$ cat src/rtl/divider_pkg.sv
// Shared CPU defines used by the divider: FSM encoding, iteration count,
// result width and the ALU control codes that select DIV/DIVU.
package divider_pkg;

   localparam int DATA_W   = 32;
   localparam int RESULT_W = 64;
   localparam int DIV_ITER = 32;
   localparam int CNT_W    = 6;

   typedef enum logic [1:0] {
      IDLE   = 2'b00,
      BYZERO = 2'b01,
      ON     = 2'b10,
      END    = 2'b11
   } div_state_t;

   localparam logic [7:0] ALU_DIV  = 8'b0001_1010;
   localparam logic [7:0] ALU_DIVU = 8'b0001_1011;

endpackage

$ cat src/rtl/divider_div_step.sv
// One restoring shift-subtract step: trial-subtract the divisor from the
// already-shifted 33-bit partial remainder and keep it only if it fits.
module div_step
   import divider_pkg::*;
(
   input  logic [DATA_W:0]   pr,
   input  logic [DATA_W-1:0] divisor,
   output logic [DATA_W-1:0] pr_nxt,
   output logic              qbit
);

   logic [DATA_W-1:0] diff;

   // When the subtraction succeeds the difference is below the divisor, so
   // 32-bit modular arithmetic gives the exact value.
   always_comb begin
      qbit   = (pr >= {1'b0, divisor});
      diff   = pr[DATA_W-1:0] - divisor;
      pr_nxt = qbit ? diff : pr[DATA_W-1:0];
   end

endmodule

$ cat src/rtl/divider.sv
// Multi-cycle restoring divider (DIV/DIVU): 32 iterations on magnitudes,
// sign correction on completion, HI = remainder, LO = quotient.
module divider
   import divider_pkg::*;
(
   input  logic                clk,
   input  logic                rst,
   input  logic                start,
   input  logic                signed_div,
   input  logic [DATA_W-1:0]   opdata1,
   input  logic [DATA_W-1:0]   opdata2,
   input  logic                annul,
   output logic [RESULT_W-1:0] result,
   output logic                ready,
   output logic                busy,
   output logic                div_by_zero
);

   localparam logic [CNT_W-1:0] LAST_ITER = CNT_W'(DIV_ITER - 1);

   div_state_t        state, state_nxt;
   logic [CNT_W-1:0]  cnt;
   logic [DATA_W-1:0] rem, quo, dvs;
   logic              sgn_q, sgn_r;
   logic [DATA_W-1:0] rem_nxt;
   logic              qbit;

   function automatic logic [DATA_W-1:0] abs_val(input logic [DATA_W-1:0] x,
                                                 input logic              sgn);
      return (sgn && x[DATA_W-1]) ? (~x + 1'b1) : x;
   endfunction

   function automatic logic [DATA_W-1:0] cond_neg(input logic [DATA_W-1:0] x,
                                                  input logic              neg);
      return neg ? (~x + 1'b1) : x;
   endfunction

   // quo starts as the dividend magnitude; its MSB feeds the remainder each
   // step while quotient bits shift in at the bottom.
   div_step u_div_step (
      .pr      ({1'b0, rem, quo[DATA_W-1]}),
      .divisor (dvs),
      .pr_nxt  (rem_nxt),
      .qbit    (qbit)
   );

   always_comb begin
      state_nxt = state;
      case (state)
         IDLE: begin
            if (start && !annul)
               state_nxt = (opdata2 == '0) ? BYZERO : ON;
         end
         BYZERO: state_nxt = annul ? IDLE : END;
         ON: begin
            if (annul)
               state_nxt = IDLE;
            else if (cnt == LAST_ITER)
               state_nxt = END;
         end
         END:     state_nxt = IDLE;
         default: state_nxt = IDLE;
      endcase
   end

   always_ff @(posedge clk) begin
      if (rst) begin
         state       <= IDLE;
         cnt         <= '0;
         result      <= '0;
         div_by_zero <= 1'b0;
      end else begin
         state <= state_nxt;
         case (state)
            IDLE: begin
               if (start && !annul && (opdata2 != '0)) begin
                  quo   <= abs_val(opdata1, signed_div);
                  dvs   <= abs_val(opdata2, signed_div);
                  rem   <= '0;
                  sgn_q <= signed_div & (opdata1[DATA_W-1] ^ opdata2[DATA_W-1]);
                  sgn_r <= signed_div & opdata1[DATA_W-1];
                  cnt   <= '0;
               end
            end
            BYZERO: begin
               if (!annul) begin
                  result      <= '0;
                  div_by_zero <= 1'b1;
               end
            end
            ON: begin
               if (!annul) begin
                  rem <= rem_nxt;
                  quo <= {quo[DATA_W-2:0], qbit};
                  cnt <= cnt + 1'b1;
                  if (cnt == LAST_ITER) begin
                     result      <= {cond_neg(rem_nxt, sgn_r),
                                     cond_neg({quo[DATA_W-2:0], qbit}, sgn_q)};
                     div_by_zero <= 1'b0;
                  end
               end
            end
            default: ;
         endcase
      end
   end

   assign ready = (state == END);
   assign busy  = (state == BYZERO) || (state == ON);

endmodule
$ cat config.mk
export PLATFORM = sky130hd
export DESIGN_NAME = divider
export DESIGN_NICKNAME = d
export VERILOG_FILES = /design/src/rtl/divider_pkg.sv /design/src/rtl/divider_div_step.sv /design/src/rtl/divider.sv
export SDC_FILE = /design/constraint.sdc
export NUM_CORES = 1
export LEC_CHECK = 0
export BUFFER_PORTS_ARGS = -buffer_cell sky130_fd_sc_hd__buf_2
export CORE_ASPECT_RATIO = 1.25
export CORE_MARGIN = 4
export CORE_UTILIZATION = 60
export DETAILED_ROUTE_END_ITERATION = 10
export GPL_TIMING_DRIVEN = 0
export PLACE_DENSITY = 0.86
export SLEW_MARGIN = 20
export SYNTH_ARGS = -nofsm -noshare
export SYNTH_HDL_FRONTEND = slang
export SYNTH_SLANG_ARGS = --single-unit
$ cat constraint.sdc
create_clock -name clk -period 10.1 [get_ports clk]
set_input_delay 2.02 -clock clk [delete_from_list [all_inputs] [get_ports clk]]
set_output_delay 2.02 -clock clk [all_outputs]
set_load 0.005 [all_outputs]
== Yosys cells after proc, flatten, opt, wreduce, memory -nomap -nowiden ==
Cells that the tools add are included.

* Register bits: 171
* Bits in latches: 0
* Bits in writable memories: 0
* Bits in read-only memories: 0
* Bits of input ports: 69
* Logic and storage cells: 78
* Memories: 0

* Add/sub/neg operators: 6
* Multiply operators: 0
* Divide/modulo/power cells: 0
* Order comparisons: 1
* Equal/unequal tests: 10
* Shift operators: 0
* Mux-type cells: 28
* Bitwise logic cells: 8
* Reduce and logical (&&, ||, !) cells: 16

{| class="wikitable"
|+ Operators with widths
! operator !! count
|-
| $mux W32 || 9
|-
| $mux W64 || 3
|-
| $add A32 B1 Y32 const B || 4
|-
| $not A32 Y32 || 4
|-
| $pmux W32 S2 || 2
|-
| $pmux W64 S2 || 1
|-
| $ge A33 B32 Y1 || 1
|-
| $logic_not A32 Y1 || 1
|-
| $reduce_bool A32 Y1 || 1
|-
| $sub A32 B32 Y32 || 1
|-
| $mux W6 || 2
|-
| $pmux W6 S2 || 1
|-
| $mux W2 || 5
|-
| $ne A2 B2 Y1 const B || 5
|-
| $pmux W2 S4 || 1
|-
| $reduce_and A4 Y1 || 2
|-
| $add A6 B1 Y6 const B || 1
|-
| $eq A6 B5 Y1 const B || 1
|-
| $reduce_and A3 Y1 || 2
|-
| $eq A2 B2 Y1 const B || 2
|-
| $logic_and A1 B1 Y1 || 4
|-
| $reduce_bool A2 Y1 || 2
|-
| $mux W1 || 3
|-
| $ne A3 B3 Y1 const B || 1
|-
| 9 further kinds || 10
|}

== Longest topological paths before layout ==
Gate-level depths: netlist of run 1.

* Depth in word-level cells: 8
* Gate-level depth with buffers: 27
* Depth with buffers taken out: 21

== By module ==
From an unflattened synthesis of run 1, not the netlist that was laid out.

* Cell total of the unflattened synthesis: 1207
* Area total of the unflattened synthesis: 11307.1 um^2

{| class="wikitable"
|+ By module, submodules not included
! module !! instances !! cells each !! area each (um^2)
|-
| divider || 1 || 859 || 9007.4
|-
| div_step || 1 || 348 || 2299.7
|}

== Least setup slack after synthesis of run 1 ==
Ideal clock, no wire load.

* Kind: input to register
* Start point: input port opdata2[0]
* End point: register quo[0] (enable)
* Setup time: 0.565 ns
* Arrival: 7.341 ns
* Required time: 9.535 ns
* Setup slack: 2.195 ns
* Cell stages on the path: 10
* Cell sequence: inv_1 ha_1 or3b_2 nor4_1 nand2_1 or4_1 nor3_1 nand2_1 a31oi_1 nor3_1

* Word-level cells in the longest chain between the ends: 4

{| class="wikitable"
|+ Ends and longest elaborated chain
! element !! line !! RTL
|-
| start, declared || divider.sv:11 || <nowiki>input logic [DATA_W-1:0] opdata2,</nowiki>
|-
| $reduce_bool A32 Y1 || divider.sv:76 || <nowiki>if (start && !annul && (opdata2 != '0)) begin</nowiki>
|-
| $logic_and A1 B1 Y1 || divider.sv:76 ||
|-
| $ne A2 B2 Y1 (no source line) || -- ||
|-
| $reduce_and A4 Y1 (no source line) || -- ||
|-
| end signal, assigned || divider.sv:77 || <nowiki>quo <= abs_val(opdata1, signed_div);</nowiki>
|-
| end signal, assigned || divider.sv:94 || <nowiki>quo <= {quo[DATA_W-2:0], qbit};</nowiki>
|-
| end, declared || divider.sv:23 || <nowiki>logic [DATA_W-1:0] rem, quo, dvs;</nowiki>
|}

Every way passes these cells.
A chain may end at the register's enable or synchronous reset.

== Final worst setup path of run 1 ==
* Start point: register rem[9]
* End point: register result[60]

* Word-level cells in the longest chain between the ends: 8
* Elaborated cells on any way between the ends: 9

{| class="wikitable"
|+ Ends and longest elaborated chain
! element !! line !! RTL
|-
| start, declared || divider.sv:23 ||
|-
| start signal, assigned || divider.sv:93 || <nowiki>rem <= rem_nxt;</nowiki>
|-
| $sub A32 B32 Y32 / $ge A33 B32 Y1 (equally long branches) || divider_div_step.sv:18, divider_div_step.sv:17 ||
|-
| $mux W32 (*) || divider_div_step.sv:19 || <nowiki>pr_nxt = qbit ? diff : pr[DATA_W-1:0];</nowiki>
|-
| $not A32 Y32 || divider.sv:35 || <nowiki>return neg ? (~x + 1'b1) : x;</nowiki>
|-
| $add A32 B1 Y32 || divider.sv:35 ||
|-
| $mux W32 (*) || divider.sv:35 ||
|-
| $mux W64 (*) || divider.sv:96 || <nowiki>if (cnt == LAST_ITER) begin</nowiki>
|-
| $mux W64 (*) || divider.sv:92 || <nowiki>if (!annul) begin</nowiki>
|-
| $pmux W64 S2 (*) || divider.sv:74 || <nowiki>case (state)</nowiki>
|-
| end signal, assigned || divider.sv:97 || <nowiki>result <= {cond_neg(rem_nxt, sgn_r),</nowiki>
|-
| end, declared || divider.sv:13 || <nowiki>output logic [RESULT_W-1:0] result,</nowiki>
|}

Every way passes the cells marked *; elsewhere a longest branch is shown, timed or not. The select of a mux whose other input is x is not followed.

==> results of run 1 <==
## where the power goes
| part | internal [W] | switching (W) | total (W) |
|---|---|---|---|
| Combinational | 0.000315 | 0.000593 | 0.000908 |
| Clock | 0.000328 | 0.000314 | 0.000641 |
| Sequential | 0.000842 | 0.0000624 | 0.000905 |
## through the flow
stage          hold slack [ns]  TNS [ns]  cell area (µm²)
2_1_floorplan            0.442         0            11400
3_3_place_gp             0.431    -0.303            12400
3_5_place_dp             0.437         0            12500
4_1_cts                  0.447         0            13100
5_1_grt                  0.476         0            13100
6_report                 0.442         0            13100
## cell families after synthesis
group	count (synthesis)
flops	171
buf+inv	130
simple gates	458
mux	22
xor+xnor	145
fa+ha+maj	42
compound gates	360
## tightest hold or removal path, cell delays in order (launching register included)
cell     delay, ns
dfxtp_1       0.31
nand2_1       0.04
o21ai_1       0.05
## area by class of cell
class / count / area share [%]
tap: 232 / 2.22
timing repair buffer: 142 / 5.67
buffer: 69 / 2.20
multi-input combinational: 1027 / 50.0
sequential: 171 / 33.7
inverter: 61 / 1.75
clock buffer: 17 / 3.26
clock inverter: 15 / 1.14
## flip-flops by register name, indices dropped and copies added (netlist names)
| name | flops |
|---|---|
| rem | 32 |
| sgn_q | 1 |
| cnt | 6 |
| dvs | 32 |
| quo | 32 |
| div_by_zero | 1 |
| state | 2 |
| result | 64 |
| sgn_r | 1 |
## worst paths after layout
kind	end	cells past startpoint	slack [ns]	from
max	result[60]	24	3.38	rem[9]
min	result[60]	2	0.44	result[60]
max reg2reg	result[60]	24	3.38	rem[9]
min reg2reg	result[60]	2	0.44	result[60]
## per-layer routing
metal	vias to the layer above	global-route usage, %	routed length [µm]
met1	4998	33.9	11900
met3	143	4.33	2180
met4	0	20.5	2220
li1	5149	-	-
met2	513	57.1	17200
met5	-	0	0
## cells in the final DEF, fill, tap and decap left out, types with 9 or more instances in the layout
cell         n
a21oi_1     87
a22oi_1     30
a31oi_1     13
and2_1      13
buf_2      138
clkbuf_1    58
clkbuf_16   17
dfxtp_1     73
edfxtp_1    98
ha_1        41
inv_1       60
mux2i_1     17
nand2_1    155
nand2b_1     9
nand3_1     23
nand4_1     14
nor2_1     129
nor3_1      38
nor4_1      15
o211ai_1     9
o21ai_0    104
o21ai_1     11
o31ai_1     26
o41ai_1     11
or3_1       14
or4_1       15
xnor2_1     91
xor2_1      54
==> metrics.cfg, run 1 <==
[power]
p_leak_nw = 5.10
worst_ir_drop_vdd_mv = 0.133
cellPowerDensity_mw_per_mm2 = 188
report.power.total_w = 0.00245

[setup_path]
worst_setup_path_end_kind = register
crit_path_max_fanout = 10
crit_slowest_cell = clkbuf_1
path_cells = ha_1 -> clkbuf_1 -> nand4_1 -> nor3_1 -> nand4b_1 -> o31ai_1 -> or3_1 -> buf_2 -> buf_6 -> buf_6 -> clkbuf_1 -> clkbuf_1 -> a21oi_1 -> inv_1 -> ha_1 -> nand2_1 -> nor3_1 -> and3_1 -> a41oi_1 -> nor4b_4 -> nand3_1 -> o21ai_0 -> xnor2_1 -> o21ai_1
critPathMaxStageDelay_ns = 0.57
cp-start-kind = register
crit_path_frequent_cell = clkbuf_1
required_ns = 10.42
critPathTopFamily = simple AND/OR/NAND/NOR gates
arrival_ns = 7.04
critPathKind = reg -> reg
crit_buf_inv = 7

[global_routing]
track_usage_pct = 31.3
grt_pass1_vias = 10900
grt_pass1_wl_um = 53500
antenna_found_initial = 0
grt_max_degree = 19
grt_overflow = 0

[finish]
fillers = 1541
multi_input_area_mm2 = 0.00653
regArea_mm2 = 0.00440
fin_cells = 1734
nets = 1600
synthToLayoutAreaGrowth_pct = 14.1
final_core_util_pct = 69.5
drive_above_1_share_pct = 13.6
n_antenna_cell = 0

[clock_network]
h-tree-depth = 4
clkSinkCount = 171
tritoncts = built
cts-resized-gates = 0
worst_skew_pair.late_latency_ns = 0.45
cts_buffer_depth = 2
post-cts-setup-buffers = 0
cts-root-buf = clkbuf_16
cts.clk_slew.worst_paths_ns = 0.07
hold_buffers = 0
cts_buffers = 17

[timing]
finalSetupViolCount = 0
relSlewSlack_pct = 24.2
tightestPinTransition_ns = 1.12
rsz0062_at_grt = no
fmax_mhz = 149
setup_ws_ns = 3.38
final.period_utilization_pct = 66.6
hold_violations = 0
post-route-min-period_ns = 6.72
final-max-slew-violation-count = 0
finClkSkew_ns = 0.0195

[die]
io-pin-count = 136
row_count = 56
initial_utilization_pct = 60.9
die_w_um = 131
fp.dieArea_mm2 = 0.0214
coreArea_mm2 = 0.0188
die_h_um = 162

[synthesis]
async_reset_ff_share_pct = 0
syn_inst = 1328
synth_seq_cells = 171
synth_edf_count = 98
avgSynthCellArea_um2 = 8.61
ys_types = 78
synth_common_cells = 155 x nand2_1, 129 x nor2_1, 104 x o21ai_0
synth_compound_area_share_pct = 20.2
synthAdderAreaFrac_pct = 4.66
synth_nets = 1439
synth_top_cell_area_share_pct = 25.7
syn_area_mm2 = 0.0114
synthFlopType = edfxtp_1
synthMostInstantiatedCell = nand2_1
synthSimpleGateAreaFrac_pct = 19.0
yosysSeqAreaShare_pct = 38.5
synth-xor-area-share_pct = 11.1
yosysTopAreaCell = edfxtp_1
synth.area.top_cells = edfxtp_1 26%, dfxtp_1 13%, xnor2_1 7.0%, nand2_1 5.1%, o21ai_0 4.6%
ys_warn_count = 0
muxShareOfSynthArea_pct = 2.02
synth_top_family_by_area = compound AO/OA/AOI/OAI gates

[flow_run]
maxCapViolCount = 0

[place]
port_buffers = 133
gp_congestion = 0.979
dp.cells = 1702
dpl.hpwl_um = 26200
dp_slack_ns = 3.67

[route]
vias = 10800
vias_per_cell = 6.23
routed_wl_um = 33500
drtPass1Iterations = 5
wl_per_cell_um = 19.3
ant_nets = 0
drt_iter0_drc = 895
drc = 0

[run_status]
outcome = completed

[hold_path]
hp-class = reg -> reg

Power figures use the tool's default switching activity.
==> inputs of run 2 (changes only) <==
- CORE_UTILIZATION: 60 -> 54
- PLACE_DENSITY: 0.86 -> 0.82
- clock period: 10.1 -> 5.5 ns (I/O delays scaled with it)
==> metrics.cfg, run 2 (synthesis results as in run 1) <==
[finish]
top_register = result
final_common_cell = nand2_1
post-route-cell-area_mm2 = 0.0132
fillers = 1801
largest_reg_flops = 64
n_antenna_cell = 0
synthToLayoutAreaGrowth_pct = 15.5
nets = 1593
layout_common_cells = 155 x nand2_1, 137 x buf_2, 129 x nor2_1
multi_input_area_mm2 = 0.00664
regArea_mm2 = 0.00440
drive_above_1_share_pct = 14.8

[power]
p_leak_nw = 5.11
worst_ir_drop_vdd_mv = 0.244
p_clk_share_pct = 25.8
cellPowerDensity_mw_per_mm2 = 342
report.power.total_w = 0.00452
swShare_pct = 38.8
pwr-share-comb_pct = 37.5
intPower_w = 0.00277
pwr-share-seq_pct = 36.7
power_switching_w = 0.00176

[route]
wl_per_cell_um = 19.1
ant_nets = 0
routed_wl_um = 33800
drc = 0
vias_per_cell = 6.02
drtPass1Iterations = 5
vias = 10700
drt_iter0_drc = 760

[global_routing]
track_usage_pct = 27.8
grt_pass1_vias = 10400
grt_max_degree = 29
grt_pass1_wl_um = 52400
grt_overflow = 0
antenna_found_initial = 0

[die]
initial_utilization_pct = 54.9
row_count = 59
coreArea_mm2 = 0.0208
io-pin-count = 136
die_w_um = 138
fp.dieArea_mm2 = 0.0236
die_h_um = 171

[setup_path]
reg2reg_depth = 22
critPathKind = reg -> reg
required_ns = 5.83
crit_path_max_fanout = 19
crit_path_frequent_cell = buf_6
cp-start-kind = register
arrival_ns = 5.69
crit_slowest_cell = edfxtp_1
critPathMaxStageDelay_ns = 0.48
worst_setup_path_end_kind = register
path_cells = ha_1 -> buf_6 -> a21o_1 -> a31o_4 -> o211a_1 -> o311a_4 -> or3_1 -> buf_2 -> inv_2 -> buf_6 -> mux2i_2 -> ha_2 -> nand2b_1 -> nor2_1 -> nand2_1 -> nor4_4 -> a41oi_4 -> nor4b_4 -> nand3_2 -> o31ai_2 -> xnor2_1 -> o21ai_1

[timing]
rsz0062_at_grt = yes
finalSetupViolCount = 0
finClkSkew_ns = 0.0163
hold_ws_ns = 0.445
relSlewSlack_pct = 22.2
hold_violations = 0
post-route-min-period_ns = 5.36
final.period_utilization_pct = 97.5
fmax_mhz = 186
tightestPinTransition_ns = 1.15
final-max-slew-violation-count = 0
fin_setup_tns_ns = 0

[clock_network]
cts_buffers = 17
worst_skew_pair.late_latency_ns = 0.45
cts_buffer_depth = 2
h-tree-depth = 4
cts-root-buf = clkbuf_16
tritoncts = built
hold_buffers = 0
clkSinkCount = 171
cts.clk_slew.worst_paths_ns = 0.07

[flow_run]
maxCapViolCount = 0

[place]
dpl-instance-area_mm2 = 0.0125
port_buffers = 133
gp_congestion = 0.962
dpl.hpwl_um = 26900

[run_status]
outcome = completed

[hold_path]
min_delay_path_depth = 2
hp-class = reg -> reg

[run 2: changes by cell type in the layout (fill, tap and decap cells not counted), sizes merged]
cell,before,now
buf,153,152
clkbuf,75,74
clkinv,7,4
clkinvlp,1,0
inv,68,67
[run 2: final timing paths]
| check | endpoint | startpoint | slack, ns |
|---|---|---|---|
| worst min register to register | result[54] | result[54] | 0.44 |
| worst max-delay path | result[62] | rem[3] | 0.14 |
| worst min-delay path | result[54] | result[54] | 0.44 |
| worst max register to register | result[62] | rem[3] | 0.14 |
[run 2: area by class of cell]
class / count / share of cell area [%]
multi-input combinational: 1027 / 50.3
sequential: 171 / 33.3
timing repair buffer: 143 / 5.81
clock buffer: 22 / 3.59
tap: 274 / 2.60
buffer: 61 / 2.02
inverter: 61 / 1.73
clock inverter: 10 / 0.625
[run 2: worst max-delay path, delay by kind of cell (launching register included)]
family                   cells  cell delay [ns]
AND/OR/NAND/NOR              7             1.52
AO/OA/AOI/OAI                7             1.46
buffers and inverters        4             0.70
adder cells (fa/ha/maj)      2             0.63
flip-flops                   1             0.48
multiplexers                 1             0.29
XOR/XNOR                     1             0.15
[run 2: power groups by stage]
| stage | logic, W | clock network (W) | registers [W] |
|---|---|---|---|
| final | 0.00170 | 0.00117 | 0.00166 |
| after CTS | 0.00166 | 0.00117 | 0.00165 |
| after floorplan | 0.00116 | 0 | 0.00165 |
| after global routing | 0.00187 | 0.00122 | 0.00167 |
| after global placement | 0.00159 | 0 | 0.00169 |
| after detailed placement | 0.00164 | 0 | 0.00168 |
[run 2: per-layer routing]
metal | up-vias | GRT usage [%] | share of wire [%]
li1 | 5138 | - | -
met1 | 5038 | 29.9 | 38
met2 | 367 | 52.4 | 52
met3 | 110 | 3.38 | 4.4
met4 | 0 | 16.6 | 6.1
met5 | - | 0 | 0
[run 2: repair_timing]
| item | 4_1_cts | 5_1_grt |
|---|---|---|
| pin swaps | 1 | 3 |
| setup endpoints to repair | 19 | 14 |
| gates resized for setup | 7 | 23 |
| endpoints found under the hold margin | 0 | 0 |
| buffers inserted | 1 | 2 |
[run 2: metrics by stage]
stage	setup slack, ns	cells	utilization (%)
after CTS	0.00946	1772	63.0
after global routing	-0.104	1769	63.5
after floorplan	0.466	1328	-
after global placement	-0.978	1735	59.8
final	0.135	1769	63.5
after detailed placement	-0.973	1742	60.2
